<file path="src/rtl/fir_pkg.sv">
// Shared encodings and tap geometry for the FIR coefficient RAM arbiter.
package fir_pkg;

  typedef enum logic {
    ARB       = 1'b0,
    ENG_BURST = 1'b1
  } arb_state_e;

  typedef enum logic {
    CFG = 1'b0,
    ENG = 1'b1
  } owner_e;

  localparam int unsigned TAP_NUM    = 11;
  localparam int unsigned TAP_STRIDE = 4;

endpackage

</file>
<file path="src/rtl/tap_ram_arbiter_if.sv">
// Request/grant/return bundle between cfg path, FIR engine and the tap BRAM pins.
interface tap_ram_arbiter_if #(
  parameter int unsigned pADDR_WIDTH = 12,
  parameter int unsigned pDATA_WIDTH = 32
);
  logic                   cfg_req;
  logic                   cfg_we;
  logic [pADDR_WIDTH-1:0] cfg_addr;
  logic [pDATA_WIDTH-1:0] cfg_wdata;
  logic                   cfg_gnt;
  logic                   cfg_rvalid;
  logic [pDATA_WIDTH-1:0] cfg_rdata;
  logic                   cfg_wr_blocked;

  logic                   eng_req;
  logic [pADDR_WIDTH-1:0] eng_addr;
  logic                   eng_gnt;
  logic                   eng_rvalid;
  logic [pDATA_WIDTH-1:0] eng_rdata;
  logic                   eng_lock;

  logic                   tap_EN;
  logic [3:0]             tap_WE;
  logic [pADDR_WIDTH-1:0] tap_A;
  logic [pDATA_WIDTH-1:0] tap_Di;
  logic [pDATA_WIDTH-1:0] tap_Do;

  modport slave (
    input  cfg_req, cfg_we, cfg_addr, cfg_wdata, eng_req, eng_addr, eng_lock, tap_Do,
    output cfg_gnt, cfg_rvalid, cfg_rdata, cfg_wr_blocked,
    output eng_gnt, eng_rvalid, eng_rdata,
    output tap_EN, tap_WE, tap_A, tap_Di
  );

  modport master (
    output cfg_req, cfg_we, cfg_addr, cfg_wdata, eng_req, eng_addr, eng_lock, tap_Do,
    input  cfg_gnt, cfg_rvalid, cfg_rdata, cfg_wr_blocked,
    input  eng_gnt, eng_rvalid, eng_rdata,
    input  tap_EN, tap_WE, tap_A, tap_Di
  );
endinterface

</file>
<file path="src/rtl/tap_ram_arbiter.sv">
// Single-port tap BRAM arbiter: engine read bursts vs. cfg read/write with
// write lockout while the engine runs and a bounded cfg wait.
module tap_ram_arbiter
  import fir_pkg::*;
#(
  parameter int unsigned BURST_LEN = TAP_NUM,
  parameter int unsigned MAX_WAIT  = 16
) (
  input  logic               axis_clk,
  input  logic               axis_rst,
  tap_ram_arbiter_if.slave   bus
);

  localparam int unsigned BCW = $clog2(BURST_LEN + 1);
  localparam int unsigned WCW = $clog2(MAX_WAIT + 1);

  arb_state_e     state_q, state_d;
  owner_e         rr_q, rr_d;
  owner_e         rd_own_q, rd_own_d;
  logic           rd_vld_q, rd_vld_d;
  logic [BCW-1:0] burst_q, burst_d;
  logic [WCW-1:0] wait_q, wait_d;

  logic cfg_elig_c, eng_req_c, starved_c;
  logic cfg_gnt_c, eng_gnt_c;
  logic cfg_rvalid_c, eng_rvalid_c;

  // Requests are masked while reset is asserted so every output drops at once.
  always_comb begin
    cfg_elig_c = ~axis_rst & bus.cfg_req & ~(bus.cfg_we & bus.eng_lock);
    eng_req_c  = ~axis_rst & bus.eng_req;
    starved_c  = (wait_q == WCW'(MAX_WAIT));
  end

  always_comb begin
    state_d   = state_q;
    rr_d      = rr_q;
    burst_d   = burst_q;
    cfg_gnt_c = 1'b0;
    eng_gnt_c = 1'b0;
    unique case (state_q)
      ARB: begin
        if (cfg_elig_c && (starved_c || !eng_req_c)) begin
          cfg_gnt_c = 1'b1;
        end else if (eng_req_c && (!cfg_elig_c || rr_q == CFG)) begin
          eng_gnt_c = 1'b1;
        end else if (cfg_elig_c) begin
          cfg_gnt_c = 1'b1;
        end
        if (eng_gnt_c) begin
          rr_d    = ENG;
          burst_d = BCW'(1);
          state_d = ENG_BURST;
        end else if (cfg_gnt_c) begin
          rr_d = CFG;
        end
      end
      ENG_BURST: begin
        if (eng_req_c && (burst_q < BCW'(BURST_LEN)) && !starved_c) begin
          eng_gnt_c = 1'b1;
          burst_d   = burst_q + BCW'(1);
        end else begin
          // Leaving the burst hands the same cycle to a waiting cfg request.
          cfg_gnt_c = cfg_elig_c;
          if (cfg_elig_c) rr_d = CFG;
          burst_d = '0;
          state_d = ARB;
        end
      end
      default: state_d = ARB;
    endcase
  end

  always_comb begin
    wait_d = wait_q;
    if (cfg_gnt_c) begin
      wait_d = '0;
    end else if (cfg_elig_c && !starved_c) begin
      wait_d = wait_q + WCW'(1);
    end
    rd_vld_d = eng_gnt_c | (cfg_gnt_c & ~bus.cfg_we);
    rd_own_d = eng_gnt_c ? ENG : CFG;
  end

  always_ff @(posedge axis_clk or posedge axis_rst) begin
    if (axis_rst) begin
      state_q  <= ARB;
      rr_q     <= CFG;
      burst_q  <= '0;
      wait_q   <= '0;
      rd_vld_q <= 1'b0;
      rd_own_q <= CFG;
    end else begin
      state_q  <= state_d;
      rr_q     <= rr_d;
      burst_q  <= burst_d;
      wait_q   <= wait_d;
      rd_vld_q <= rd_vld_d;
      rd_own_q <= rd_own_d;
    end
  end

  assign cfg_rvalid_c = rd_vld_q & (rd_own_q == CFG);
  assign eng_rvalid_c = rd_vld_q & (rd_own_q == ENG);

  assign bus.cfg_gnt        = cfg_gnt_c;
  assign bus.eng_gnt        = eng_gnt_c;
  assign bus.cfg_wr_blocked = ~axis_rst & bus.cfg_req & bus.cfg_we & bus.eng_lock;
  assign bus.cfg_rvalid     = cfg_rvalid_c;
  assign bus.eng_rvalid     = eng_rvalid_c;
  assign bus.cfg_rdata      = cfg_rvalid_c ? bus.tap_Do : '0;
  assign bus.eng_rdata      = eng_rvalid_c ? bus.tap_Do : '0;

  assign bus.tap_EN = cfg_gnt_c | eng_gnt_c;
  assign bus.tap_WE = {4{cfg_gnt_c & bus.cfg_we}};
  assign bus.tap_A  = cfg_gnt_c ? bus.cfg_addr : (eng_gnt_c ? bus.eng_addr : '0);
  assign bus.tap_Di = cfg_gnt_c ? bus.cfg_wdata : '0;

endmodule

</file>
<file path="src/flat_wrapper.sv">
// flat-port wrapper written by rule: the top's interface ports become plain ports
module tap_ram_arbiter_flat import fir_pkg::*;
#(
  parameter int unsigned BURST_LEN = TAP_NUM,
  parameter int unsigned MAX_WAIT  = 16
)
  (axis_clk, axis_rst, bus_cfg_req, bus_cfg_we, bus_cfg_addr, bus_cfg_wdata, bus_eng_req, bus_eng_addr, bus_eng_lock, bus_tap_Do, bus_cfg_gnt, bus_cfg_rvalid, bus_cfg_rdata, bus_cfg_wr_blocked, bus_eng_gnt, bus_eng_rvalid, bus_eng_rdata, bus_tap_EN, bus_tap_WE, bus_tap_A, bus_tap_Di);
  tap_ram_arbiter_if #(.pADDR_WIDTH((12)), .pDATA_WIDTH((32))) bus_i ();
  input  logic axis_clk;
  input  logic axis_rst;
  input wire logic [$bits(bus_i.cfg_req)-1:0] bus_cfg_req;
  input wire logic [$bits(bus_i.cfg_we)-1:0] bus_cfg_we;
  input wire logic [$bits(bus_i.cfg_addr)-1:0] bus_cfg_addr;
  input wire logic [$bits(bus_i.cfg_wdata)-1:0] bus_cfg_wdata;
  input wire logic [$bits(bus_i.eng_req)-1:0] bus_eng_req;
  input wire logic [$bits(bus_i.eng_addr)-1:0] bus_eng_addr;
  input wire logic [$bits(bus_i.eng_lock)-1:0] bus_eng_lock;
  input wire logic [$bits(bus_i.tap_Do)-1:0] bus_tap_Do;
  output wire logic [$bits(bus_i.cfg_gnt)-1:0] bus_cfg_gnt;
  output wire logic [$bits(bus_i.cfg_rvalid)-1:0] bus_cfg_rvalid;
  output wire logic [$bits(bus_i.cfg_rdata)-1:0] bus_cfg_rdata;
  output wire logic [$bits(bus_i.cfg_wr_blocked)-1:0] bus_cfg_wr_blocked;
  output wire logic [$bits(bus_i.eng_gnt)-1:0] bus_eng_gnt;
  output wire logic [$bits(bus_i.eng_rvalid)-1:0] bus_eng_rvalid;
  output wire logic [$bits(bus_i.eng_rdata)-1:0] bus_eng_rdata;
  output wire logic [$bits(bus_i.tap_EN)-1:0] bus_tap_EN;
  output wire logic [$bits(bus_i.tap_WE)-1:0] bus_tap_WE;
  output wire logic [$bits(bus_i.tap_A)-1:0] bus_tap_A;
  output wire logic [$bits(bus_i.tap_Di)-1:0] bus_tap_Di;
  assign bus_i.cfg_req = bus_cfg_req;
  assign bus_i.cfg_we = bus_cfg_we;
  assign bus_i.cfg_addr = bus_cfg_addr;
  assign bus_i.cfg_wdata = bus_cfg_wdata;
  assign bus_i.eng_req = bus_eng_req;
  assign bus_i.eng_addr = bus_eng_addr;
  assign bus_i.eng_lock = bus_eng_lock;
  assign bus_i.tap_Do = bus_tap_Do;
  assign bus_cfg_gnt = bus_i.cfg_gnt;
  assign bus_cfg_rvalid = bus_i.cfg_rvalid;
  assign bus_cfg_rdata = bus_i.cfg_rdata;
  assign bus_cfg_wr_blocked = bus_i.cfg_wr_blocked;
  assign bus_eng_gnt = bus_i.eng_gnt;
  assign bus_eng_rvalid = bus_i.eng_rvalid;
  assign bus_eng_rdata = bus_i.eng_rdata;
  assign bus_tap_EN = bus_i.tap_EN;
  assign bus_tap_WE = bus_i.tap_WE;
  assign bus_tap_A = bus_i.tap_A;
  assign bus_tap_Di = bus_i.tap_Di;
  tap_ram_arbiter #(.BURST_LEN(BURST_LEN), .MAX_WAIT(MAX_WAIT)) u_core (.axis_clk(axis_clk), .axis_rst(axis_rst), .bus(bus_i));
endmodule
</file>
<file path="config.mk">
export PLATFORM = sky130hd
export DESIGN_NAME = tap_ram_arbiter_flat
export DESIGN_NICKNAME = d
export VERILOG_FILES = /design/src/rtl/fir_pkg.sv /design/src/rtl/tap_ram_arbiter_if.sv /design/src/rtl/tap_ram_arbiter.sv /design/src/flat_wrapper.sv
export SDC_FILE = /design/constraint.sdc
export NUM_CORES = 1
export LEC_CHECK = 0
export BUFFER_PORTS_ARGS = -buffer_cell sky130_fd_sc_hd__buf_4
export CAP_MARGIN = 20
export CELL_PAD_IN_SITES_DETAIL_PLACEMENT = 0
export CELL_PAD_IN_SITES_GLOBAL_PLACEMENT = 2
export CORE_ASPECT_RATIO = 2
export CORE_MARGIN = 5
export CORE_UTILIZATION = 14
export DETAILED_ROUTE_END_ITERATION = 10
export MAX_ROUTING_LAYER = met4
export PLACE_DENSITY_LB_ADDON = 0.1
export SLEW_MARGIN = 0
export SYNTH_ARGS = -nofsm -noshare
export SYNTH_HDL_FRONTEND = slang
export SYNTH_SLANG_ARGS = --single-unit
</file>
<file path="constraint.sdc">
create_clock -name axis_clk -period 4.35 [get_ports axis_clk]
set_input_delay 0.2175 -clock axis_clk [delete_from_list [all_inputs] [get_ports axis_clk]]
set_output_delay 0.2175 -clock axis_clk [all_outputs]
set_load 0.03 [all_outputs]
</file>
Word level (Yosys, flattened, before mapping)
Cells that the tools add are included.
{ "op_classes": {"n_lt_le_gt_ge": 1, "n_addsub": 2, "reduce_logical": 12, "mux": 29, "n_eq_ne": 5, "bitwise_logic": 18} }
{ "ops": {"columns": ["op", "count"], "rows": [
  ["32-bit 2-to-1 mux", 3],
  ["12-bit 2-to-1 mux", 2],
  ["1-bit 2-to-1 mux", 15],
  ["1-bit AND", 10],
  ["5-bit 2-to-1 mux", 2],
  ["4-bit 2-to-1 mux", 2],
  ["1-bit one-hot mux with 2 select lines", 4],
  ["4-bit one-hot mux with 2 select lines", 1],
  ["1-bit NOT", 6],
  ["5-bit by 1-bit adder with 5-bit output (second input constant)", 1],
  ["5-bit == test (second input constant)", 1],
  ["1-bit logical AND", 5],
  ["4-bit by 1-bit adder with 4-bit output (second input constant)", 1],
  ["4-bit < comparator (second input constant)", 1],
  ["2-bit != test (second input constant)", 2],
  ["1-bit zero test", 3],
  ["3-bit by 1-bit != test with 1-bit output (second input constant)", 1],
  ["3-bit AND reduction", 1],
  ["1-bit logical OR", 2],
  ["2-bit by 1-bit != test with 1-bit output (second input constant)", 1],
  ["1-bit bitwise OR", 2],
  ["2-bit nonzero test", 1]
]} }
{ "word_totals": {"word_cells": 73, "reg_bits": 13, "out_inout_bits": 118, "input_bits": 94} }

Depth between registers and ports, before layout
Gate-level depths: netlist of the first run.
{ "logic_depth": {"ltp_word": 12, "mapped_depth": 9, "mapped_depth_nobuf": 6} }

Least setup slack after synthesis of the first run
No wires, ideal clock.
{ "synth_path": {"path_type": "reg-to-output", "start": "register u_core.burst_q[0]", "end": "output port bus_tap_WE[1]", "path_stages_with_launch": 9, "arrival_time_ns": 1.847, "setup_slack_ns": 2.285, "path_buffers": 3, "t_required_ns": 4.133, "path_cell_list": "dfrtp_1 ha_1 o21ai_1 a21oi_1 o21ba_1 buf_6 buf_2 and2_1 buf_4"} }
{ "synth_between": {"elab_chain_cells": 6} }
{ "synth_rtl": {"columns": ["item", "line", "source"], "rows": [
  ["start: declaration", "tap_ram_arbiter.sv:21", "logic [BCW-1:0] burst_q, burst_d;"],
  ["start signal: assignment", "tap_ram_arbiter.sv:96", "burst_q <= burst_d;"],
  ["4-bit < comparator", "tap_ram_arbiter.sv:59", "if (eng_req_c && (burst_q < BCW'(BURST_LEN)) && !starved_c) begin"],
  ["1-bit logical AND (2 in a row)", "tap_ram_arbiter.sv:59", null],
  ["1-bit 2-to-1 mux", "tap_ram_arbiter.sv:59", null],
  ["1-bit one-hot mux with 2 select lines", "tap_ram_arbiter.sv:41", "unique case (state_q)"],
  ["1-bit AND", "tap_ram_arbiter.sv:115", "assign bus.tap_WE = {4{cfg_gnt_c & bus.cfg_we}};"],
  ["end: declaration", "flat_wrapper.sv:27", "output wire logic [$bits(bus_i.tap_WE)-1:0] bus_tap_WE;"]
]} }
No other way between the ends.

Worst setup path after layout of the first run
{ "layout_path": {"start": "register u_core.wait_q[0]", "end": "output port bus_tap_A[11]"} }
{ "layout_between": {"elab_chain_cells": 8, "word_cells_on_any_way": 15, "cone_classes": "eq/ne (1); mux (10); reduce/logical (4)"} }
{ "layout_rtl": {"columns": ["item", "line", "source"], "rows": [
  ["start: declaration", "tap_ram_arbiter.sv:22", "logic [WCW-1:0] wait_q, wait_d;"],
  ["start signal: assignment", "tap_ram_arbiter.sv:97", "wait_q <= wait_d;"],
  ["5-bit == test (*)", "tap_ram_arbiter.sv:32", "starved_c = (wait_q == WCW'(MAX_WAIT));"],
  ["1-bit logical OR", "tap_ram_arbiter.sv:43", "if (cfg_elig_c && (starved_c || !eng_req_c)) begin"],
  ["1-bit logical AND", "tap_ram_arbiter.sv:43", null],
  ["1-bit 2-to-1 mux", "tap_ram_arbiter.sv:43", null],
  ["1-bit 2-to-1 mux", "tap_ram_arbiter.sv:41", null],
  ["1-bit one-hot mux with 2 select lines", "tap_ram_arbiter.sv:41", null],
  ["12-bit 2-to-1 mux", "tap_ram_arbiter.sv:116", "assign bus.tap_A = cfg_gnt_c ? bus.cfg_addr : (eng_gnt_c ? bus.eng_addr : '0);"],
  ["12-bit 2-to-1 mux (*)", "tap_ram_arbiter.sv:116", null],
  ["end: declaration", "flat_wrapper.sv:28", "output wire logic [$bits(bus_i.tap_A)-1:0] bus_tap_A;"]
]} }
Mark *: on every way between the ends. The rest lies on a longest branch, timed or not. The select of a mux whose other input is x is not followed.

==> impl_results.md, run 1 <==
- First-pass GRT wire length: 12,000 µm
- Power per Cell Area: 228 nW/µm²
- Synth top cells by count: and2_1 (68), and3_1 (32), a22o_1 (12), dfrtp_1 (12), clkbuf_1 (10)
- Max cap viols: 0
- Post-CTS setup buffers: 0
- Async SR Flop Fraction: 100%
- Seq/Total Area, Yosys: 19.4%
- Clk_lat worst skew: 240 ps
- CP Max Fanout: 29
- Starting Density: 14.2%
- Clock root cell: clkbuf_16
- Worst rel slew slack: 42.2%
- Crit path arrival time: 2660 ps
- CTS sink cnt: 12
- Total CTS buffers: 3
- Final period utilization: 66.1%
- Static Leakage: 1.91 nW
- Post-synth EDFFs: 0
- DR WL/cell: 14.9 µm
- Post-CTS sizing: 0
- Die W: 84.4 µm
- Area share of the largest cell type after synthesis: 27.5%
- Layout cells sized above 1: 56.6%
- Max Freq: 0.348 GHz
- Setup TNS: 0 ps
- Layout fillers: 1,187
- Via/cell ratio: 4.05
- CTS tree: done
- Setup ws final: 1470 ps
- Final Max Tran Viols: 0
- Fin. Hold Viols: 0
- Initial antenna violation count: 0
- Congestion Overflow GR: 0
- Initial DRC Count: 24
- Worst slack at placement: 1570 ps
- DRT antenna net count: 0
- Critical Path Start Type: flip-flop
- Fin crit period: 2880 ps
- R2R depth: 7
- Vias: 2,181
- Required @ worst endpoint: 4130 ps
- RSZ-0062 raised after global routing: no
- Synth cell types: 37
- Crit path kind: flip-flop to primary output
- Maximum clock path buffer count: 2
- Worst hold-check path type: input pin to async pin
- GR Util All Layers: 11.3%
- Slew @ Worst Pin: 867 ps
- Setup violators final: 0
- Primary FF master, synth: dfrtp_1
- Die Height: 159 µm
- Worst setup EP type: primary output
- Post-detailed-route DRC marker count: 0
- Status: complete, no violations
- Synth area leader: and2_1
- Most frequent cell after synthesis: and2_1
- Cells after Synth: 201
- Routability Congestion: 0.753
- Mapped Area: 1550 µm²
- Vias in the first global route: 2,170
- Largest net degree at the start of global routing: 35
- Fin cells: 539
- Placed insts: 535
- FF+latch count, synth: 12
- Cts hold-fix bufs: 0
- Syn nets: 298
- Pre-antenna DRT Iters: 4
- CORE AREA: 10,900 µm²
- Worst vdd ir: 0.122 mV
- CTS H-tree lvls: 1
- Placement Rows: 54
- Worst Skew: 0.692 ps
- Top-level I/O count: 212
- Worst R2R Setup Slack: 2070 ps
- Port Buffers: 211
- Die footprint: 13,400 µm²
- Routed wire length: 8060 µm
- Mapped Avg Cell Area: 7.71 µm²
- Synth warn: 0
- Post-DP HPWL: 6820 µm
- Area contributors post-synth: and2_1 (27%), dfrtp_1 (19%), and3_1 (13%)
- Power Total: 0.755 mW
- Number of diodes: 0
- Worst-path clk slew: 40 ps
- Area Overhead vs Synth: 113%
- Nets: 497
==> metal layers <==
metal	up-vias	wire length (µm)	part of all wire (%)	GRT usage (%)
li1	1080	-	-	-
met2	134	4660	58	23.5
met5	-	0	0	-
met1	962	2720	34	10.3
met4	0	87	1.1	2.59
met3	5	587	7.3	1.45
==> stage by stage <==
step                      hold WS [ps]  cell area (µm²)  utilization [%]
after floorplan                   82.2             1550                -
after global placement             308             3220             29.6
after detailed placement           319             3220             29.6
after CTS                         66.3             3310             30.4
after global routing               107             3310             30.4
final                             27.6             3310             30.4
==> where the power goes <==
group          internal (mW)  switching, mW  total, mW
Combinational          0.185          0.231      0.417
Sequential             0.129         0.0203      0.149
Clock                  0.139         0.0504      0.189
==> worst paths after layout <==
kind | to | from
max in group asynchronous | u_core.rr_q | axis_rst
setup / recovery | bus_tap_A[11] | u_core.wait_q[0]
hold / removal | u_core.wait_q[0] | axis_rst
min in group axis_clk | u_core.rd_vld_q | bus_cfg_we
hold reg to reg | u_core.burst_q[3] | u_core.burst_q[3]
setup reg to reg | u_core.wait_q[1] | u_core.wait_q[0]
==> cell families (layout without fill, tap and decap cells) <==
| kind of cell | Yosys count | after routing | share of synthesized area [%] |
|---|---|---|---|
| buffers and inverters | 25 | 223 | 8.80 |
| xor gates and xnor gates | 4 | 4 | 2.26 |
| AOI/OAI and AO/OA | 25 | 25 | 14.1 |
| DFF | 12 | 12 | 19.4 |
| and+or+nand+nor | 130 | 130 | 51.7 |
| muxes | 2 | 2 | 1.29 |
| adders and majority gates | 3 | 3 | 2.42 |
==> placed cells by master, fill, tap and decap left out, types with 2 or more instances in the layout <==
cell       instances
nor2b_1            3
mux2i_1            2
buf_4            215
xor2_1             3
ha_1               3
and3_1            32
nor2_1             7
and2_1            68
dfrtp_1           12
nor3_1             3
inv_1              4
a22o_1            12
clkbuf_16          3
nand3_1            2
a21oi_1            2
a22o_2             2
nand2_1            4
nand4_1            5
==> layout make-up <==
type                    count  area, µm²  area share, %
clock buffers               4       88.8           2.69
inverters                   4       15.0          0.454
multi-input cells         164       1110           33.6
flip-flops and latches     12        300           9.08
well taps                 140        175           5.30
repair buffers            215       1610           48.8
==> worst max-delay path: stages (launching register included) <==
cell       delay, ps
dfrtp_1          390
inv_1             90
ha_1             190
nand4bb_2        210
nand2_1          110
o21ba_1          710
buf_4            370
a22o_2           180
buf_4            160
==> state kept, by name (all words and copies together) (netlist names) <==
register and flops:
u_core.burst_q 4, u_core.rd_own_q 1, u_core.rd_vld_q 1, u_core.rr_q 1, u_core.wait_q 5
Note: power is estimated with default switching activity, not from simulation.
==> run 2: changes to the inputs <==
CORE_UTILIZATION = 12   (was 14)
clock period = 2.6 ns   (was 4.35 ns; I/O delays follow)
==> impl_results.md, run 2 (synthesis gave the netlist of run 1 again) <==
- Fin crit period: 2390 ps
- Worst setup EP type: primary output
- Storage element area: 300 µm²
- Worst Skew: 1.77 ps
- Worst Setup SP: u_core.wait_q[0]
- Power Total: 1.23 mW
- Worst hold-check path type: input pin to flip-flop
- Area after DPL: 3250 µm²
- Placed insts: 548
- Worst rel slew slack: 66.6%
- DR WL/cell: 15.5 µm
- Via/cell ratio: 3.98
- Routed wire length: 8580 µm
- Critical Path Start Type: flip-flop
- Pre-antenna DRT Iters: 4
- Port Buffers: 211
- Initial DRC Count: 46
- Hold path start: bus_cfg_we
- Commonest non-fill, non-tap cell in the layout: buf_4
- Total CTS buffers: 3
- Starting Density: 12.3%
- Worst vdd ir: 0.141 mV
- Clock root cell: clkbuf_16
- Crit path kind: flip-flop to primary output
- Vias: 2,195
- Layout cells sized above 1: 56.7%
- Worst-path clk slew: 40 ps
- Multi-input logic area: 1110 µm²
- Largest net degree at the start of global routing: 39
- Top-level I/O count: 212
- Die W: 90.3 µm
- DRT antenna net count: 0
- Crit path arrival time: 2260 ps
- Clk_lat worst skew: 240 ps
- Post-DP HPWL: 7280 µm
- Max cap viols: 0
- CTS H-tree lvls: 1
- Power per Cell Area: 368 nW/µm²
- Max FFs per register: 5
- Largest Register: u_core.wait_q
- Vias in the first global route: 2,269
- RSZ-0062 raised after global routing: no
- Static Leakage: 1.92 nW
- Post-CTS sizing: 0
- CTS tree: done
- CP Max Fanout: 16
- Biggest regs: u_core.wait_q x5, u_core.burst_q x4
- Fin cells: 552
- Number of diodes: 0
- Slew @ Worst Pin: 501 ps
- GR Util All Layers: 10.7%
- Final period utilization: 91.8%
- CTS sink cnt: 12
- First-pass GRT wire length: 12,900 µm
- Maximum clock path buffer count: 2
- Fin. Hold Viols: 0
- Die footprint: 15,400 µm²
- Max Freq: 0.419 GHz
- FF-to-FF Start: u_core.wait_q[0]
- Final Max Tran Viols: 0
- Die Height: 171 µm
- Setup violators final: 0
- Nets: 501
- Commonest non-fill, non-tap cells in the layout: buf_4 (218), and2_1 (68), and3_1 (32)
- Routability Congestion: 0.757
- Status: complete, no violations
- Setup TNS: 0 ps
- Layout fillers: 1,411
- Placement Rows: 58
- Required @ worst endpoint: 2470 ps
- CORE AREA: 12,600 µm²
- Congestion Overflow GR: 0
- Final core occ: 26.4%
- Design Area, Final: 3340 µm²
- Post-detailed-route DRC marker count: 0
- Area Overhead vs Synth: 115%
- Initial antenna violation count: 0
run 2: changes by cell type in the layout (fill, tap and decap cells not counted):
cell / previous run / this run
buf_4: 215 / 218
clkbuf_8: 1 / 0
dlygate4sd3_1: 0 / 1
run 2: per-layer routing:
| metal | up-vias | global-route usage, % | routed length, µm |
|---|---|---|---|
| met1 | 963 | 9.38 | 2740 |
| met4 | 0 | 3.05 | 122 |
| met2 | 139 | 22.2 | 5080 |
| met3 | 8 | 2.20 | 636 |
| met5 | - | - | 0 |
| li1 | 1085 | - | - |
run 2: cell type report:
| class | count | share of cell area, % |
|---|---|---|
| well taps | 150 | 5.62 |
| multi-input cells | 164 | 33.3 |
| flip-flops and latches | 12 | 9.00 |
| clock buffers | 3 | 2.25 |
| repair buffers | 219 | 49.3 |
| inverters | 4 | 0.450 |
run 2: where the power goes:
group          leakage [nW]  switching (mW)  total, mW  internal [mW]
registers             0.158          0.0288      0.245          0.216
logic                  1.73           0.392      0.707          0.314
clock network        0.0370          0.0750      0.275          0.200
total                  1.92           0.496       1.23          0.730
run 2: worst max-delay path: stages, from the launching register on:
cell and delay [ps]:
dfrtp_1 380, inv_1 90, ha_1 180, nor4bb_1 390
o211a_1 260, o31ai_4 60, buf_4 200, or2_2 280
buf_4 170
run 2: worst paths after layout:
kind / depth (start not counted) / end / slack (ps)
setup / recovery: 8 / bus_tap_EN / 210
hold / removal: 3 / u_core.rd_vld_q / 180
setup reg to reg: 7 / u_core.rd_vld_q / 750
hold reg to reg: 1 / u_core.burst_q[3] / 520
max in group asynchronous: 3 / u_core.burst_q[1] / 1760
min in group asynchronous: 3 / u_core.wait_q[0] / 500
run 2: stage by stage:
step | setup WS (ps) | hold WS, ps
global placement | 461 | 242
CTS | 175 | 186
detailed placement | 431 | 222
floorplan | 623 | -5.30
finish | 213 | 182
global route | 93.5 | 210
run 2: repair_timing:
action,in CTS,in global routing
hold buffers,1,0
setup buffers,0,0
endpoints found under the hold margin,12,0
==> run 3: changes to the inputs <==
CORE_MARGIN = default   (was 5)
==> impl_results.md, run 3 (synthesis gave the netlist of run 1 again) <==
- Status: complete, no violations
- Initial DRC Count: 31
- Placed insts: 549
- Worst R2R Setup Slack: 660 ps
- Power Total: 1.23 mW
- Power per Cell Area: 368 nW/µm²
- CP Max Fanout: 16
- Cts hold-fix bufs: 1
- Die footprint: 13,400 µm²
- First-pass GRT wire length: 11,200 µm
- Clock root cell: clkbuf_16
- Post-CTS setup buffers: 0
- CTS tree: done
- Setup ws final: 130 ps
- Top-level I/O count: 212
- Vias: 2,227
- DR WL/cell: 14.5 µm
- Commonest non-fill, non-tap cell in the layout: buf_4
- Worst vdd ir: 0.139 mV
- Final core occ: 26.7%
- Maximum clock path buffer count: 2
- R2R depth: 8
- Starting Density: 12.3%
- Fin crit period: 2470 ps
- Routed wire length: 8020 µm
- Commonest non-fill, non-tap cells in the layout: buf_4 (219), and2_1 (68), and3_1 (32)
- CORE AREA: 12,600 µm²
- CTS H-tree lvls: 1
- Via/cell ratio: 4.03
- Worst slack at placement: 385 ps
- Layout cells sized above 1: 57.1%
- Post-CTS sizing: 0
- DRT antenna net count: 0
- Final Max Tran Viols: 0
- Setup violators final: 0
- Largest Register: u_core.wait_q
- Number of diodes: 0
- Min Hold Slack: 184 ps
- Worst setup EP type: primary output
- Crit path kind: flip-flop to primary output
- Slew @ Worst Pin: 522 ps
- Min-Delay Endpoint: u_core.rd_vld_q
- Vias in the first global route: 2,098
- Post-DP HPWL: 6760 µm
- Required @ worst endpoint: 2470 ps
- CTS sink cnt: 12
- Initial antenna violation count: 0
- Nets: 502
- Crit path arrival time: 2340 ps
- Max cap viols: 0
- Setup TNS: 0 ps
- Port Buffers: 211
- FF-to-FF Start: u_core.wait_q[0]
- Total CTS buffers: 3
- Max Freq: 0.405 GHz
- Largest net degree at the start of global routing: 38
- Fin cells: 553
- GR Util All Layers: 11.7%
- Die W: 82.3 µm
- Die Height: 163 µm
- Area after DPL: 3260 µm²
- Static Leakage: 1.93 nW
- Fin. Hold Viols: 0
- Post-detailed-route DRC marker count: 0
- Worst Skew: 1.86 ps
- Critical Path Start Type: flip-flop
- Worst rel slew slack: 65.1%
- Design Area, Final: 3350 µm²
- RSZ-0062 raised after global routing: no
- Pre-antenna DRT Iters: 4
- Congestion Overflow GR: 0
- Max FFs per register: 5
- Clk_lat worst skew: 240 ps
- Placement Rows: 58
- Area Overhead vs Synth: 116%
- Routability Congestion: 0.729
- Biggest regs: u_core.wait_q x5, u_core.burst_q x4
- Worst-path clk slew: 40 ps
- WHS Path Cells: 3
- Worst hold-check path type: input pin to flip-flop
- Hold path start: bus_cfg_we
- Final period utilization: 95.0%
- Reg2reg end: u_core.wait_q[3]
==> run 3: changes by cell type in the layout (fill, tap and decap cells not counted), sizes merged <==
cell,change
buf,+1
==> run 3: report_power, final <==
| group | internal [mW] | switching [mW] | total, mW |
|---|---|---|---|
| Combinational | 0.317 | 0.392 | 0.709 |
| Sequential | 0.216 | 0.0302 | 0.246 |
| Clock | 0.200 | 0.0773 | 0.277 |
| Total | 0.733 | 0.500 | 1.23 |
==> run 3: routing by layer <==
metal	up-vias	part of all wire (%)	global-route usage, %
met1	987	28	8.86
met2	143	63	26.1
li1	1091	-	-
met3	6	7.8	1.12
met5	-	0	-
met4	0	0.88	2.87
==> run 3: critical path, stage by stage, from the launching register on <==
cell      delay (ps)
dfrtp_1          380
inv_1            100
ha_1             190
nor4bb_1         450
o211a_1          260
o31ai_4           60
buf_4            210
or2_2            280
buf_4            170
==> run 3: worst max-delay path by stage <==
stage                                 start       endpoint  slack [ps]  depth (start not counted)
after floorplan           u_core.burst_q[0]  bus_tap_WE[1]         620                          8
after global placement     u_core.wait_q[0]     bus_tap_EN         430                          8
after detailed placement   u_core.wait_q[0]     bus_tap_EN         380                          8
after CTS                  u_core.wait_q[0]     bus_tap_EN         120                          8
after global routing       u_core.wait_q[0]     bus_tap_EN          20                          8
final                      u_core.wait_q[0]     bus_tap_EN         130                          8
==> run 3: area by class of cell <==
class / instances / area, µm²
timing repair buffer: 220 / 1650
multi-input combinational: 164 / 1110
sequential: 12 / 300
tap: 150 / 188
inverter: 4 / 15.0
clock buffer: 3 / 75.1
fill: 1406 / 9210
